## config.mk

```make
export PLATFORM = sky130hd
export DESIGN_NAME = collatz_engine_p
export DESIGN_NICKNAME = d
export VERILOG_FILES = /design/src/rtl/collatz_pkg.sv /design/src/rtl/collatz_step.sv /design/src/rtl/collatz_engine_p.sv
export SDC_FILE = /design/constraint.sdc
export NUM_CORES = 1
export LEC_CHECK = 0
export BUFFER_PORTS_ARGS = -buffer_cell sky130_fd_sc_hd__buf_2
export CAP_MARGIN = 20
export CORE_MARGIN = 2
export CORE_UTILIZATION = 50
export CTS_BUF_LIST = sky130_fd_sc_hd__clkbuf_4 sky130_fd_sc_hd__clkbuf_8
export CTS_CLUSTER_SIZE = 24
export DETAILED_ROUTE_END_ITERATION = 6
export GPL_ROUTABILITY_DRIVEN = 0
export PLACE_DENSITY = 0.7
export SLEW_MARGIN = 20
export SYNTH_ARGS = -nofsm -noshare
export SYNTH_HDL_FRONTEND = slang
export SYNTH_HIERARCHICAL = 1
export SYNTH_SLANG_ARGS = --single-unit
```

## constraint.sdc

```tcl
create_clock -name clk -period 9.7 [get_ports clk]
set_clock_uncertainty 0.2 [all_clocks]
set_input_delay 1.94 -clock clk [delete_from_list [all_inputs] [get_ports clk]]
set_output_delay 1.94 -clock clk [all_outputs]
set_load 0.01 [all_outputs]
```

## src/rtl/collatz_pkg.sv

```systemverilog
// Shared state encoding and mode constants for the Collatz stopping-time engine.
package collatz_pkg;

    typedef enum logic [1:0] {
        IDLE = 2'd0,
        RUN  = 2'd1,
        DONE = 2'd2
    } state_e;

    localparam logic MODE_STD   = 1'b0;
    localparam logic MODE_SHORT = 1'b1;

endpackage

```

## src/rtl/collatz_step.sv

```systemverilog
// One combinational Collatz step: halve an even value, or apply 3n+1
// (optionally halved) to an odd one, flagging results that do not fit ACC_W bits.
module collatz_step
    import collatz_pkg::*;
#(
    parameter int ACC_W = 16
) (
    input  logic [ACC_W-1:0] value_i,
    input  logic             mode_i,
    output logic [ACC_W-1:0] next_o,
    output logic [ACC_W-1:0] oddProd_o,
    output logic             ovf_o
);

    logic [ACC_W+1:0] valueExt;
    logic [ACC_W+1:0] prod;
    logic             isOdd;

    // Two guard bits hold 3n+1 for any ACC_W-bit n without wrapping.
    assign valueExt  = {2'b00, value_i};
    assign prod      = (valueExt << 1) + valueExt + {{(ACC_W+1){1'b0}}, 1'b1};
    assign isOdd     = value_i[0];
    assign oddProd_o = prod[ACC_W-1:0];
    assign ovf_o     = isOdd && (prod[ACC_W+1:ACC_W] != 2'b00);

    always_comb begin
        next_o = {1'b0, value_i[ACC_W-1:1]};
        if (isOdd) begin
            if (mode_i == MODE_SHORT) begin
                next_o = prod[ACC_W:1];
            end else begin
                next_o = prod[ACC_W-1:0];
            end
        end
    end

endmodule

```

## src/rtl/collatz_engine_p.sv

```systemverilog
// Collatz total-stopping-time engine: iterates one step per clock and reports
// step count, peak trajectory value and the condition that ended the run.
module collatz_engine_p
    import collatz_pkg::*;
#(
    parameter int N_W   = 8,
    parameter int ACC_W = 16,
    parameter int CNT_W = 8
) (
    input  logic             clk,
    input  logic             rst,
    input  logic             start,
    input  logic             mode,
    input  logic [N_W-1:0]   n_in,
    output logic             busy,
    output logic             done,
    output logic [CNT_W-1:0] steps,
    output logic [ACC_W-1:0] peak,
    output logic             ovf,
    output logic             sat,
    output logic             err_zero
);

    localparam logic [N_W-1:0]   N_ONE   = N_W'(1);
    localparam logic [ACC_W-1:0] ACC_ONE = ACC_W'(1);
    localparam logic [CNT_W-1:0] CNT_MAX = {CNT_W{1'b1}};
    localparam logic [CNT_W-1:0] CNT_ONE = CNT_W'(1);

    state_e           state_q,   state_d;
    logic             mode_q,    mode_d;
    logic [ACC_W-1:0] value_q,   value_d;
    logic [ACC_W-1:0] peak_q,    peak_d;
    logic [CNT_W-1:0] steps_q,   steps_d;
    logic             ovf_q,     ovf_d;
    logic             sat_q,     sat_d;
    logic             errZero_q, errZero_d;

    logic [ACC_W-1:0] stepNext;
    logic [ACC_W-1:0] stepOddProd;
    logic             stepOvf;
    logic [ACC_W-1:0] peakCand;
    logic [CNT_W-1:0] stepsInc;

    collatz_step #(
        .ACC_W (ACC_W)
    ) u_step (
        .value_i   (value_q),
        .mode_i    (mode_q),
        .next_o    (stepNext),
        .oddProd_o (stepOddProd),
        .ovf_o     (stepOvf)
    );

    // The peak sees the full 3n+1 even when shortcut mode stores its half.
    assign peakCand = value_q[0] ? stepOddProd : stepNext;
    assign stepsInc = steps_q + CNT_ONE;

    always_ff @(posedge clk) begin
        if (rst) begin
            state_q   <= IDLE;
            mode_q    <= MODE_STD;
            value_q   <= '0;
            peak_q    <= '0;
            steps_q   <= '0;
            ovf_q     <= 1'b0;
            sat_q     <= 1'b0;
            errZero_q <= 1'b0;
        end else begin
            state_q   <= state_d;
            mode_q    <= mode_d;
            value_q   <= value_d;
            peak_q    <= peak_d;
            steps_q   <= steps_d;
            ovf_q     <= ovf_d;
            sat_q     <= sat_d;
            errZero_q <= errZero_d;
        end
    end

    always_comb begin
        state_d   = state_q;
        mode_d    = mode_q;
        value_d   = value_q;
        peak_d    = peak_q;
        steps_d   = steps_q;
        ovf_d     = ovf_q;
        sat_d     = sat_q;
        errZero_d = errZero_q;

        case (state_q)
            IDLE, DONE: begin
                if (start) begin
                    mode_d    = mode;
                    value_d   = {{(ACC_W-N_W){1'b0}}, n_in};
                    peak_d    = {{(ACC_W-N_W){1'b0}}, n_in};
                    steps_d   = '0;
                    ovf_d     = 1'b0;
                    sat_d     = 1'b0;
                    errZero_d = 1'b0;
                    if (n_in == '0) begin
                        errZero_d = 1'b1;
                        state_d   = DONE;
                    end else if (n_in == N_ONE) begin
                        state_d = DONE;
                    end else begin
                        state_d = RUN;
                    end
                end
            end

            RUN: begin
                // An overflowing step is discarded; the last good value stays visible.
                if (stepOvf) begin
                    ovf_d   = 1'b1;
                    state_d = DONE;
                end else begin
                    value_d = stepNext;
                    steps_d = stepsInc;
                    if (peakCand > peak_q) begin
                        peak_d = peakCand;
                    end
                    if (stepNext == ACC_ONE) begin
                        state_d = DONE;
                    end else if (stepsInc == CNT_MAX) begin
                        sat_d   = 1'b1;
                        state_d = DONE;
                    end
                end
            end

            default: begin
                state_d = IDLE;
            end
        endcase
    end

    assign busy     = (state_q == RUN);
    assign done     = (state_q == DONE);
    assign steps    = steps_q;
    assign peak     = peak_q;
    assign ovf      = ovf_q;
    assign sat      = sat_q;
    assign err_zero = errZero_q;

endmodule

```

# Yosys cells after proc, flatten, opt, wreduce, memory -nomap -nowiden
# Index checks and enable logic that the tools add are counted.
[totals]
out_inout_bits = 29
mem_count = 0
mem_bits_rw = 0
romBits = 0
latch_bits = 0
ff_bits = 46
in_bits = 12
[classes]
n_reduce_logical = 12
bitwise = 0
n_mux = 27
n_div = 0
n_shift = 0
mul = 0
n_eq_ne = 12
order_cmp = 1
add_sub_neg = 3
[ops]
columns = ["cell", "n"]
rows = [
  ["16-bit two-way mux", 7],
  ["16-bit case mux with 2 select lines", 2],
  ["17-bit by 16-bit adder with 18-bit output", 1],
  ["18-bit by 1-bit adder with 18-bit output, second input constant", 1],
  ["16-bit by 1-bit == test with 1-bit output, second input constant", 1],
  ["16-bit > comparator", 1],
  ["8-bit two-way mux", 2],
  ["8-bit case mux with 2 select lines", 1],
  ["2-bit two-way mux", 6],
  ["8-bit by 1-bit adder with 8-bit output, second input constant", 1],
  ["8-bit by 1-bit == test with 1-bit output, second input constant", 1],
  ["8-bit == test, second input constant", 1],
  ["8-bit logical NOT", 1],
  ["1-bit two-way mux", 6],
  ["2-bit by 1-bit != test with 1-bit output, second input constant", 3],
  ["2-bit != test, second input constant", 3],
  ["3-bit AND reduction", 2],
  ["5-bit AND reduction", 1],
  ["4-bit by 1-bit != test with 1-bit output, second input constant", 1],
  ["1-bit case mux with 2 select lines", 2],
  ["2-bit case mux with 2 select lines", 1],
  ["2-bit AND reduction", 2],
  ["4-bit AND reduction", 1],
  ["2-bit nonzero test", 2],
  ["5 further kinds", 5],
]

# Depth between registers and ports, before layout
# Gate-level depths: netlist of run 1.
[depth]
word_depth = 9
ltp_mapped = 18
depth_no_buf = 16

# Hierarchy
# Netlist of run 1, hierarchy kept.
[by_module_without_submodules]
columns = ["mod", "instances", "seq_area_each_um2", "cells_each", "area_each_um2"]
rows = [
  ["collatz_engine_p", 1, 920.9, 332, 2813.9],
  ["collatz_step", 1, 0.0, 176, 1166.1],
]

# Least setup slack after synthesis of run 1
# No wires, ideal clock.
[synth_timing]
path_kind = "register to register"
from = "register value_q[2]"
to = "register peak_q[1], in the netlist peak[1]"
setup_time_ns = 0.121
synth_period_minus_slack_ns = 4.185
stages_incl_launch_ff = 16
t_arrival_ns = 3.864
path_slack_ns = 5.515
cell_sequence = "dfxtp_1 ha_1 o211ai_2 a2111oi_4 o311ai_1 a32oi_1 xnor2_1 inv_2 o221a_1 mux2_2 ha_1 a21oi_1 a21boi_1 or3_4 o31ai_4 mux2_4"
[synth_via]
elab_chain_cells = 8
elab_cells_between_ends = 14
[synth_rtl]
columns = ["item", "line", "rtl"]
rows = [
  ["from (decl)", "collatz_engine_p.sv:31", "logic [ACC_W-1:0] value_q, value_d;"],
  ["from (signal assigned)", "collatz_engine_p.sv:71", "value_q <= value_d;"],
  ["17-bit by 16-bit adder with 18-bit output", "collatz_step.sv:21", "assign prod = (valueExt << 1) + valueExt + {{(ACC_W+1){1'b0}}, 1'b1};"],
  ["18-bit by 1-bit adder with 18-bit output", "collatz_step.sv:21", ""],
  ["via stepOddProd[14]", "collatz_engine_p.sv:39", "logic [ACC_W-1:0] stepOddProd;"],
  ["16-bit two-way mux", "collatz_step.sv:29", "if (mode_i == MODE_SHORT) begin"],
  ["16-bit two-way mux", "collatz_step.sv:28", "if (isOdd) begin"],
  ["via stepNext[14]", "collatz_engine_p.sv:38", "logic [ACC_W-1:0] stepNext;"],
  ["16-bit two-way mux", "collatz_engine_p.sv:55", "assign peakCand = value_q[0] ? stepOddProd : stepNext;"],
  ["16-bit > comparator", "collatz_engine_p.sv:119", "if (peakCand > peak_q) begin"],
  ["2-bit by 1-bit != test with 1-bit output (no line)", "-", ""],
  ["4-bit AND reduction (no line)", "-", ""],
  ["to (signal assigned)", "collatz_engine_p.sv:72", "peak_q <= peak_d;"],
  ["to (decl)", "collatz_engine_p.sv:32", "logic [ACC_W-1:0] peak_q, peak_d;"],
]
# The timed path passes the listed nets, and every way through them passes these cells. The select of a mux whose other input is x is not followed.
# A chain may end at the register's enable or synchronous reset.

# Final worst setup path of run 1
[layout_timing]
from = "register value_q[1]"
to = "register peak_q[7], in the netlist peak[7]"
[layout_via]
elab_chain_cells = 8
elab_cells_between_ends = 14
[layout_rtl]
columns = ["item", "line"]
rows = [
  ["17-bit by 16-bit adder with 18-bit output", "collatz_step.sv:21"],
  ["18-bit by 1-bit adder with 18-bit output", "collatz_step.sv:21"],
  ["16-bit two-way mux", "collatz_step.sv:29"],
  ["16-bit two-way mux", "collatz_step.sv:28"],
  ["via stepNext[13]", "collatz_engine_p.sv:38"],
  ["16-bit two-way mux", "collatz_engine_p.sv:55"],
  ["16-bit > comparator", "collatz_engine_p.sv:119"],
  ["2-bit by 1-bit != test with 1-bit output (no line)", "-"],
  ["4-bit AND reduction (no line)", "-"],
]
# The timed path passes the listed nets, and every way through them passes these cells. The select of a mux whose other input is x is not followed.

==> reports/metrics.cfg, run 1 <==
[synth]
syn-cell-area_mm2=0.00398
synth_enable_flop_cells=0
ys_seq_elements=46
synthTopCellsByArea=dfxtp_1 23%, ha_1 11%, a21oi_1 6.8%
yosysWarnings=6
ys_seq_area_share_pct=23.1
syn_avg_cell_area_um2=7.83
synthFlopType=dfxtp_1
synth_cell_types=71
syn_inst=508
synthDominantCellAreaShare_pct=23.1
synth_top_cell_by_area=dfxtp_1
synth_nets=557
synthArstFlopShare_pct=0

[clock_tree]
cts.sinks=46
cts_tree=done
cts_made_buffers=5
clock_path_buffers=2
cts-root-buf=clkbuf_8
htree_levels=2
postCtsHoldBufs=0
path_clk_slew_ns=0.09
postCtsSetupBuffers=0
clkLatencyLatePin_ns=0.31
cts_resized=0

[sta]
finalHoldViolCount=0
fin_crit_ns=4.73
slew_headroom_pct=35.3
finalSetupViolations=0
drv_slew=0
clock.fmax_mhz=211
worst_slew_pin_slew_ns=0.961
period_share_pct=48.8
rsz0062_at_grt=no
tns_ns=0

[final_layout]
final_util_pct=56.3
area_delta_synth_final_pct=9.24
nNetsFinal=583
drive_above_1_share_pct=17.4
fin_cells=637
n_antenna_cell=0
fillers=740
fin_area_mm2=0.00435

[power_and_ir_drop]
p_total_mw=0.579
power_frac_comb_pct=37.6
p_seq_share_pct=36.7
leakage_nw=1.79
p_sw_share_pct=36.9
ir_drop_v=0.000107
clkPwrFrac_pct=25.8
p_sw_mw=0.214
p_per_area_mw_per_mm2=133
p_int_mw=0.365

[route]
postRouteAntennaNets=0
drt_wl_total_um=10700
drc=0
drt_iter0_markers=448
route.vias.total=3913
routedWlPerCell_um=16.8
drtPass1Iterations=5
vias_per_cell=6.14

[floorplan]
die_h_um=93.2
io_pins=41
die_area_mm2=0.00869
core-area_mm2=0.00773
fp-row-count=32
start_util_pct=51.5
die_w_um=93.2

[global_route]
grt_usage_pct=26.1
grt_antenna_before_repair=0
grt.overflow.total=0
grt_max_degree=49
first_global_vias=3771
grt_first_pass_wirelength_um=18400

[status]
status=finished, final reports clean

[hold_path]
min_path_type=flop to flop

[critical_path]
critPathKind=flop to flop
arrival_ns=4.73
r2r_end=peak[7]
start_kind=flop
cp_max_fo=10
r2r_start=value_q[1]
ff2ff_path_depth=15
endpoint_kind=flop
crit_start=value_q[1]
setup.worst_path.end=peak[7]
critPathRequiredTime_ns=9.70
reg2reg_slack_ns=4.97

[place]
post-dp-hpwl_um=8070
dp_cells=629
portBuffers=40
dpl_cell_area_mm2=0.00423

[job]
maxCapViolations=0

-- per-stage QoR --
step	hold slack, ns	setup WS (ns)
floorplan	0.235	5.51
global placement	0.268	5.18
detailed placement	0.284	5.05
CTS	0.305	5.02
global route	0.324	4.71
finish	0.306	4.97
-- registers in the layout, indices dropped and copies added, names as in the netlist --
register,count
err_zero,1
mode_q,1
ovf,1
peak,16
sat,1
state_q,2
steps,8
value_q,16
-- cell usage in the layout (no fill, tap or decap), types with 10 or more instances in the layout --
| cell | netlist | routed |
|---|---|---|
| a21oi_1 | 54 | 54 |
| nor2_1 | 52 | 52 |
| dfxtp_1 | 46 | 46 |
| nand2_1 | 45 | 45 |
| buf_2 | 5 | 40 |
| ha_1 | 36 | 36 |
| inv_1 | 34 | 34 |
| mux2_2 | 16 | 16 |
| o21ai_0 | 16 | 16 |
| nand3_1 | 15 | 15 |
| nor3_1 | 15 | 15 |
| xnor2_1 | 12 | 12 |
| a22oi_1 | 10 | 10 |
-- critical path, cell delays in order (launching register included) --
cell and delay [ns]:
dfxtp_1 0.45, inv_1 0.10, ha_1 0.34, nand2b_1 0.13, a21oi_1 0.08, o31a_1 0.28, o32a_1 0.38, xnor2_1 0.28
o221ai_1 0.29, mux2_2 0.35, ha_1 0.31, nand4_2 0.17, nor2_1 0.08, o2bb2ai_2 0.21, o31ai_4 0.62, mux2_4 0.35
-- how the worst min path moves through the flow --
stage                       from  endpoint  cells after the start
final                        sat       sat                      2
after global routing         sat       sat                      2
after CTS                    sat       sat                      2
after detailed placement     sat       sat                      2
after global placement       sat       sat                      2
after floorplan           mode_q    mode_q                      2
-- cells in the mapped netlist (8+ instances only) --
library cell and n:
clkbuf_1 15, nor3_1 15, nand2b_1 8, xnor2_1 12, dfxtp_1 46, nand3_1 15
o31ai_1 8, nand2_1 45, o311ai_0 8, a21oi_1 54, inv_1 34, o21ai_0 16
mux2_2 16, ha_1 36, a22oi_1 10, nor2_1 52
-- final cells by class --
class / instances / area (um^2) / share of cell area (%)
Multi-Input combinational cell: 402 / 2830 / 65.0
Clock buffer: 6 / 76.3 / 1.76
Tap cell: 102 / 128 / 2.94
Clock inverter: 2 / 37.5 / 0.863
Sequential cell: 46 / 921 / 21.2
Inverter: 36 / 135 / 3.11
Timing Repair Buffer: 43 / 223 / 5.12
-- power by group through the flow --
stage / Sequential [mW] / Clock (mW) / Combinational [mW]
floorplan: 0.217 / 0 / 0.163
global placement: 0.216 / 0 / 0.211
global route: 0.214 / 0.159 / 0.240
CTS: 0.212 / 0.153 / 0.216
finish: 0.212 / 0.149 / 0.217
detailed placement: 0.217 / 0 / 0.214
-- cell families after synthesis --
group	Yosys count	synth area share, %
muxes	27	8.17
buffers and inverters	60	5.82
adders and majority gates	37	11.8
and+or+nand+nor	170	20.8
AOI/OAI and AO/OA	154	27.2
DFF	46	23.1
xor gates and xnor gates	14	3.08
-- layer usage --
layer	track usage (%)	up-vias	part of all wire (%)
met3	2.34	23	4.8
li1	-	1908	-
met5	0	-	0
met1	36.4	1856	47
met2	41.7	126	45
met4	10.2	0	2.9
Power figures use the tool's default switching activity.
==> run 2, diff against run 1 <==
- clock period: 9.7 -> 4.81 ns (I/O delays scaled with it)
==> run 2 against run 1 <==
Effect of this change: register-to-register slack worse by 4.7 ns; clock power up 64%; highest routed layer unchanged; global-route usage decreased by 0.92 points; sequential share of layout area shrank 0.13 points; total power rose by 96%; sequential power increased by 100%; cell count increased by 0.63%; first-iteration DRC count decreased by 35%; non-clock buffer count increased by 4; critical endpoint is now peak[6]; largest power group unchanged.
==> reports/metrics.cfg, run 2 (synthesis gave the netlist of run 1 again) <==
[critical_path]
critPathKind=flop to flop
worst_path_most_repeated_cell=ha_1
cp_top_family=compound AO/OA/AOI/OAI gates
max_stage_delay_ns=0.41
r2r_start=value_q[5]
critPathRequiredTime_ns=4.81
crit_start=value_q[5]
critical_path_buf_inv_count=2
cp_slowest_cell=dfxtp_1
start_kind=flop
endpoint_kind=flop
arrival_ns=4.55
cp_max_fo=8
path_cells=ha_1, a21oi_2, nor3_1, o311ai_1, a32oi_1, xnor2_1, inv_2, o221a_1, mux2_2, ha_1, nand4_2, nor4_4, o21ai_1, o31ai_4, buf_12, mux2_4

[global_route]
grt_usage_pct=25.2
grt.overflow.total=0
grt_first_pass_wirelength_um=17600
grt_max_degree=49
grt_antenna_before_repair=0
first_global_vias=3556

[floorplan]
io_pins=41
die_area_mm2=0.00869
die_w_um=93.2
core-area_mm2=0.00773
die_h_um=93.2
start_util_pct=51.5
fp-row-count=32

[clock_tree]
htree_levels=2
cts-root-buf=clkbuf_8
postCtsHoldBufs=0
cts.sinks=46
path_clk_slew_ns=0.09
cts_made_buffers=5
cts_tree=done
clkLatencyLatePin_ns=0.31
clock_path_buffers=2

[hold_path]
hold_start=sat
min_path_type=flop to flop

[final_layout]
mostFrequentLayoutCell=a21oi_1
nNetsFinal=587
area_delta_synth_final_pct=9.93
drive_above_1_share_pct=18.0
n_antenna_cell=0
final_cell_mix=54 x a21oi_1, 52 x nor2_1, 46 x dfxtp_1

[place]
post-dp-hpwl_um=8060
dp_slack_ns=0.182
portBuffers=40

[sta]
period_share_pct=94.6
fin_crit_ns=4.55
clock.fmax_mhz=220
rsz0062_at_grt=no
slew_headroom_pct=29.3
tns_ns=0
finalSetupViolations=0
drv_slew=0
worst_slew_pin_slew_ns=1.06
worst_slack_ns=0.258
finalHoldViolCount=0

[route]
postRouteAntennaNets=0
drt_wl_total_um=10500
route.vias.total=3842
drtPass1Iterations=5
drc=0
vias_per_cell=5.99
drt_iter0_markers=293
routedWlPerCell_um=16.4

[power_and_ir_drop]
leakage_nw=1.80
ir_drop_v=0.000174
p_per_area_mw_per_mm2=259

[job]
maxCapViolations=0

[status]
status=finished, final reports clean

==> run 2: worst paths after layout <==
| path | to | slack [ns] | depth (start not counted) |
|---|---|---|---|
| worst min-delay path | sat | 0.28 | 2 |
| worst min register to register | sat | 0.28 | 2 |
| worst max register to register | peak[6] | 0.26 | 16 |
| worst max-delay path | peak[6] | 0.26 | 16 |
==> run 2: area by class of cell <==
| class | count | area (um^2) |
|---|---|---|
| Multi-Input combinational cell | 402 | 2840 |
| Tap cell | 102 | 128 |
| Fill cell | 736 | 3350 |
| Clock inverter | 3 | 21.3 |
| Inverter | 36 | 135 |
| Clock buffer | 5 | 68.8 |
| Sequential cell | 46 | 921 |
| Timing Repair Buffer | 47 | 265 |
==> run 2: layer usage <==
metal	vias to the layer above	GRT usage (%)	routed length [um]
li1	1933	-	-
met1	1785	37.4	5220
met2	110	39.0	4710
met3	14	2.10	458
met4	0	7.23	153
met5	-	0	0
==> run 2: stage by stage <==
| step | std cells | hold WS, ns | utilization (%) | instance area [um^2] | power, mW |
|---|---|---|---|---|---|
| finish | 641 | 0.285 | 56.6 | 4380 | 1.13 |
| global route | 641 | 0.324 | 56.6 | 4380 | 1.20 |
| detailed placement | 632 | 0.273 | 55.1 | 4260 | 0.874 |
| CTS | 640 | 0.294 | 56.3 | 4350 | 1.11 |
| floorplan | 508 | 0.235 | - | 3980 | 0.767 |
| global placement | 632 | 0.266 | 55.1 | 4260 | 0.866 |
==> run 2: report_power, final <==
part | total [mW] | switching, mW | leakage, nW | internal [mW]
combinational | 0.461 | 0.274 | 1.38 | 0.187
clock | 0.245 | 0.142 | 0.0441 | 0.102
sequential | 0.428 | 0.0229 | 0.374 | 0.405
==> run 2: worst register-to-register path, delay by kind of cell (launching register included) <==
family / cells / cell delay [ns]
flip-flops: 1 / 0.41
AO/OA/AOI/OAI: 6 / 1.31
buffers and inverters: 2 / 0.24
multiplexers: 2 / 0.60
adder cells (fa/ha/maj): 2 / 0.68
XOR/XNOR: 1 / 0.27
AND/OR/NAND/NOR: 3 / 0.72
==> run 2: repair_timing <==
action | in CTS | in global routing
resized for setup | 0 | 1
setup endpoints to repair | 0 | 7
buffers inserted | 0 | 1
==> run 3, diff against run 2 <==
- ABC_AREA: unset -> 1
==> run 3 against run 2 <==
Effect of this change: clock power grew 21%; combinational power grew 2%; cell count is 36% higher; clock-buffer cell count unchanged; die area increased by 8.9%; routed wire length rose by 8.7%; largest cell class unchanged; worst setup slack improved by 0.57 ns; critical endpoint is now peak[3]; critical path type unchanged.
==> reports/metrics.cfg, run 3 <==
[route]
routedWlPerCell_um=13.1
dr_wl_met3_um=400
drtPass1Iterations=5
wl_met2_um=5630
drt_wl_total_um=11500
postRouteAntennaNets=0
drc=0
met1_length_um=5170
vias_per_cell=5.25
top_layer=met4
drt_iter0_markers=231
route.vias.total=4588

[power_and_ir_drop]
ir_drop_v=0.000202
p_total_mw=1.21
p_seq_share_pct=36.6
clkPwrFrac_pct=24.6
p_sw_share_pct=40.2
p_sw_mw=0.486
p_int_mw=0.722
p_per_area_mw_per_mm2=256
leakage_nw=2.45
power_frac_comb_pct=38.9

[sta]
tns_ns=0
finalSetupViolations=0
slew_headroom_pct=45.3
worst_slack_ns=0.831
rsz0062_at_grt=no
drv_slew=0
period_share_pct=82.7
finalHoldViolCount=0
clock.fmax_mhz=251
worst_slew_pin_slew_ns=0.817
fin_crit_ns=3.98

[clock_tree]
cts_resized=0
cts.sinks=46
cts-root-buf=clkbuf_8
cts_made_buffers=5
postCtsHoldBufs=0
postCtsSetupBuffers=0
cts_tree=done
clkLatencyLatePin_ns=0.31
path_clk_slew_ns=0.09
htree_levels=2
clock_path_buffers=2

[critical_path]
worst_path_most_repeated_cell=nand2_1
reg2reg_slack_ns=0.83
cp_slowest_cell=dfxtp_1
start_kind=flop
max_stage_delay_ns=0.45
ff2ff_path_depth=23
path_cells=inv_1, ha_1, inv_1, nand2_1, nand2_1, nand2_1, nand2_2, nand2_1, nand3_1, nand2_1, and2_1, or2_2, o21ai_0, inv_1, ha_1, a21oi_1, o21ai_0, a21oi_1, nand2_1, nand2_4, nand3_1, nand2_1, nor2_1
arrival_ns=3.98
cp_max_fo=24
r2r_start=value_q[1]
cp_top_family=simple AND/OR/NAND/NOR gates
critical_path_buf_inv_count=3
critPathKind=flop to flop
critPathRequiredTime_ns=4.81
r2r_end=peak[3]
endpoint_kind=flop

[synth]
ys_seq_area_share_pct=21.2
synth_most_common_cell=nand2_1
synthFlopType=dfxtp_1
syn_avg_cell_area_um2=5.90
syn-cell-area_mm2=0.00435
synthTopCellsByArea=dfxtp_1 21%, nand2_1 21%, ha_1 10%
synthArstFlopShare_pct=0
yosysWarnings=6
ys_top_cells_by_count=239 x nand2_1, 112 x inv_1, 70 x nand3_1
synthDominantCellAreaShare_pct=21.2
ys_seq_elements=46
synth_top_cell_by_area=dfxtp_1
syn_inst=737
synth_cell_types=40
synth_nets=786
synth_enable_flop_cells=0

[global_route]
grt_usage_pct=25.2
grt_antenna_before_repair=0
grt_max_degree=34
grt.overflow.total=0
grt_first_pass_wirelength_um=20200
first_global_vias=4569

[final_layout]
seq_area_um2=921
drive_above_1_share_pct=11.1
final_cell_mix=239 x nand2_1, 112 x inv_1, 70 x nand3_1
mostFrequentLayoutCell=nand2_1
multi_input_area_mm2=0.00290
n_antenna_cell=0
fillers=912
area_delta_synth_final_pct=8.40
final_util_pct=54.9
nNetsFinal=814

[hold_path]
hold_start=sat
min_path_type=flop to flop
holdPathStages=2
holdPathEnd=sat

[place]
post-dp-hpwl_um=9100
dp_slack_ns=0.883
portBuffers=40

[job]
maxCapViolations=0

[floorplan]
io_pins=41
core-area_mm2=0.00859
die_area_mm2=0.00946
start_util_pct=50.6
fp-row-count=34
die_w_um=97.3
die_h_um=97.3

[status]
status=finished, final reports clean

-- run 3: power groups by stage --
stage	combinational (mW)	clock, mW	sequential, mW
after floorplan	0.355	0	0.454
after global placement	0.457	0	0.449
after detailed placement	0.468	0	0.450
after CTS	0.469	0.302	0.441
after global routing	0.541	0.311	0.445
final	0.470	0.297	0.442
-- run 3: how the worst max path moves through the flow --
stage / startpoint / to / slack (ns) / cells past startpoint
global route: value_q[1] / peak[0] / 0.42 / 23
finish: value_q[1] / peak[3] / 0.83 / 23
CTS: value_q[1] / peak[3] / 0.86 / 23
floorplan: value_q[0] / peak[15] / 1.35 / 23
detailed placement: value_q[1] / peak[3] / 0.88 / 23
global placement: value_q[1] / peak[1] / 0.99 / 24
-- run 3: cell type report --
| class | count | share of cell area [%] |
|---|---|---|
| Clock buffer | 5 | 1.46 |
| Clock inverter | 3 | 0.849 |
| Inverter | 115 | 9.16 |
| Multi-Input combinational cell | 554 | 61.4 |
| Sequential cell | 46 | 19.5 |
| Tap cell | 108 | 2.87 |
| Timing Repair Buffer | 43 | 4.72 |
-- run 3: cell families (layout without fill, tap and decap cells) --
family,after synthesis,count (layout),share of synthesized area [%]
multiplexers,1,1,0.230
adder cells (fa/ha/maj),37,37,10.8
flip-flops,46,46,21.2
XOR/XNOR,7,7,1.76
AO/OA/AOI/OAI,98,98,12.4
AND/OR/NAND/NOR,411,411,41.4
buffers and inverters,137,166,12.3
-- run 3: through the flow --
stage	hold slack [ns]	area (um^2)	instances
floorplan	0.269	4350	737
global placement	0.248	4610	866
detailed placement	0.254	4610	866
CTS	0.269	4710	874
global route	0.301	4710	874
finish	0.268	4710	874
-- run 3: worst min-delay path: cells and delay by family (launching register included) --
family          cells  cell delay, ns
flops               1            0.32
buf+inv             1            0.05
compound gates      1            0.05
-- run 3: layer usage --
layer  track usage [%]  vias up
li1                  -     2392
met1              30.7     2081
met2              45.9       92
met3              3.31       23
met4              7.48        0
met5                 0        -
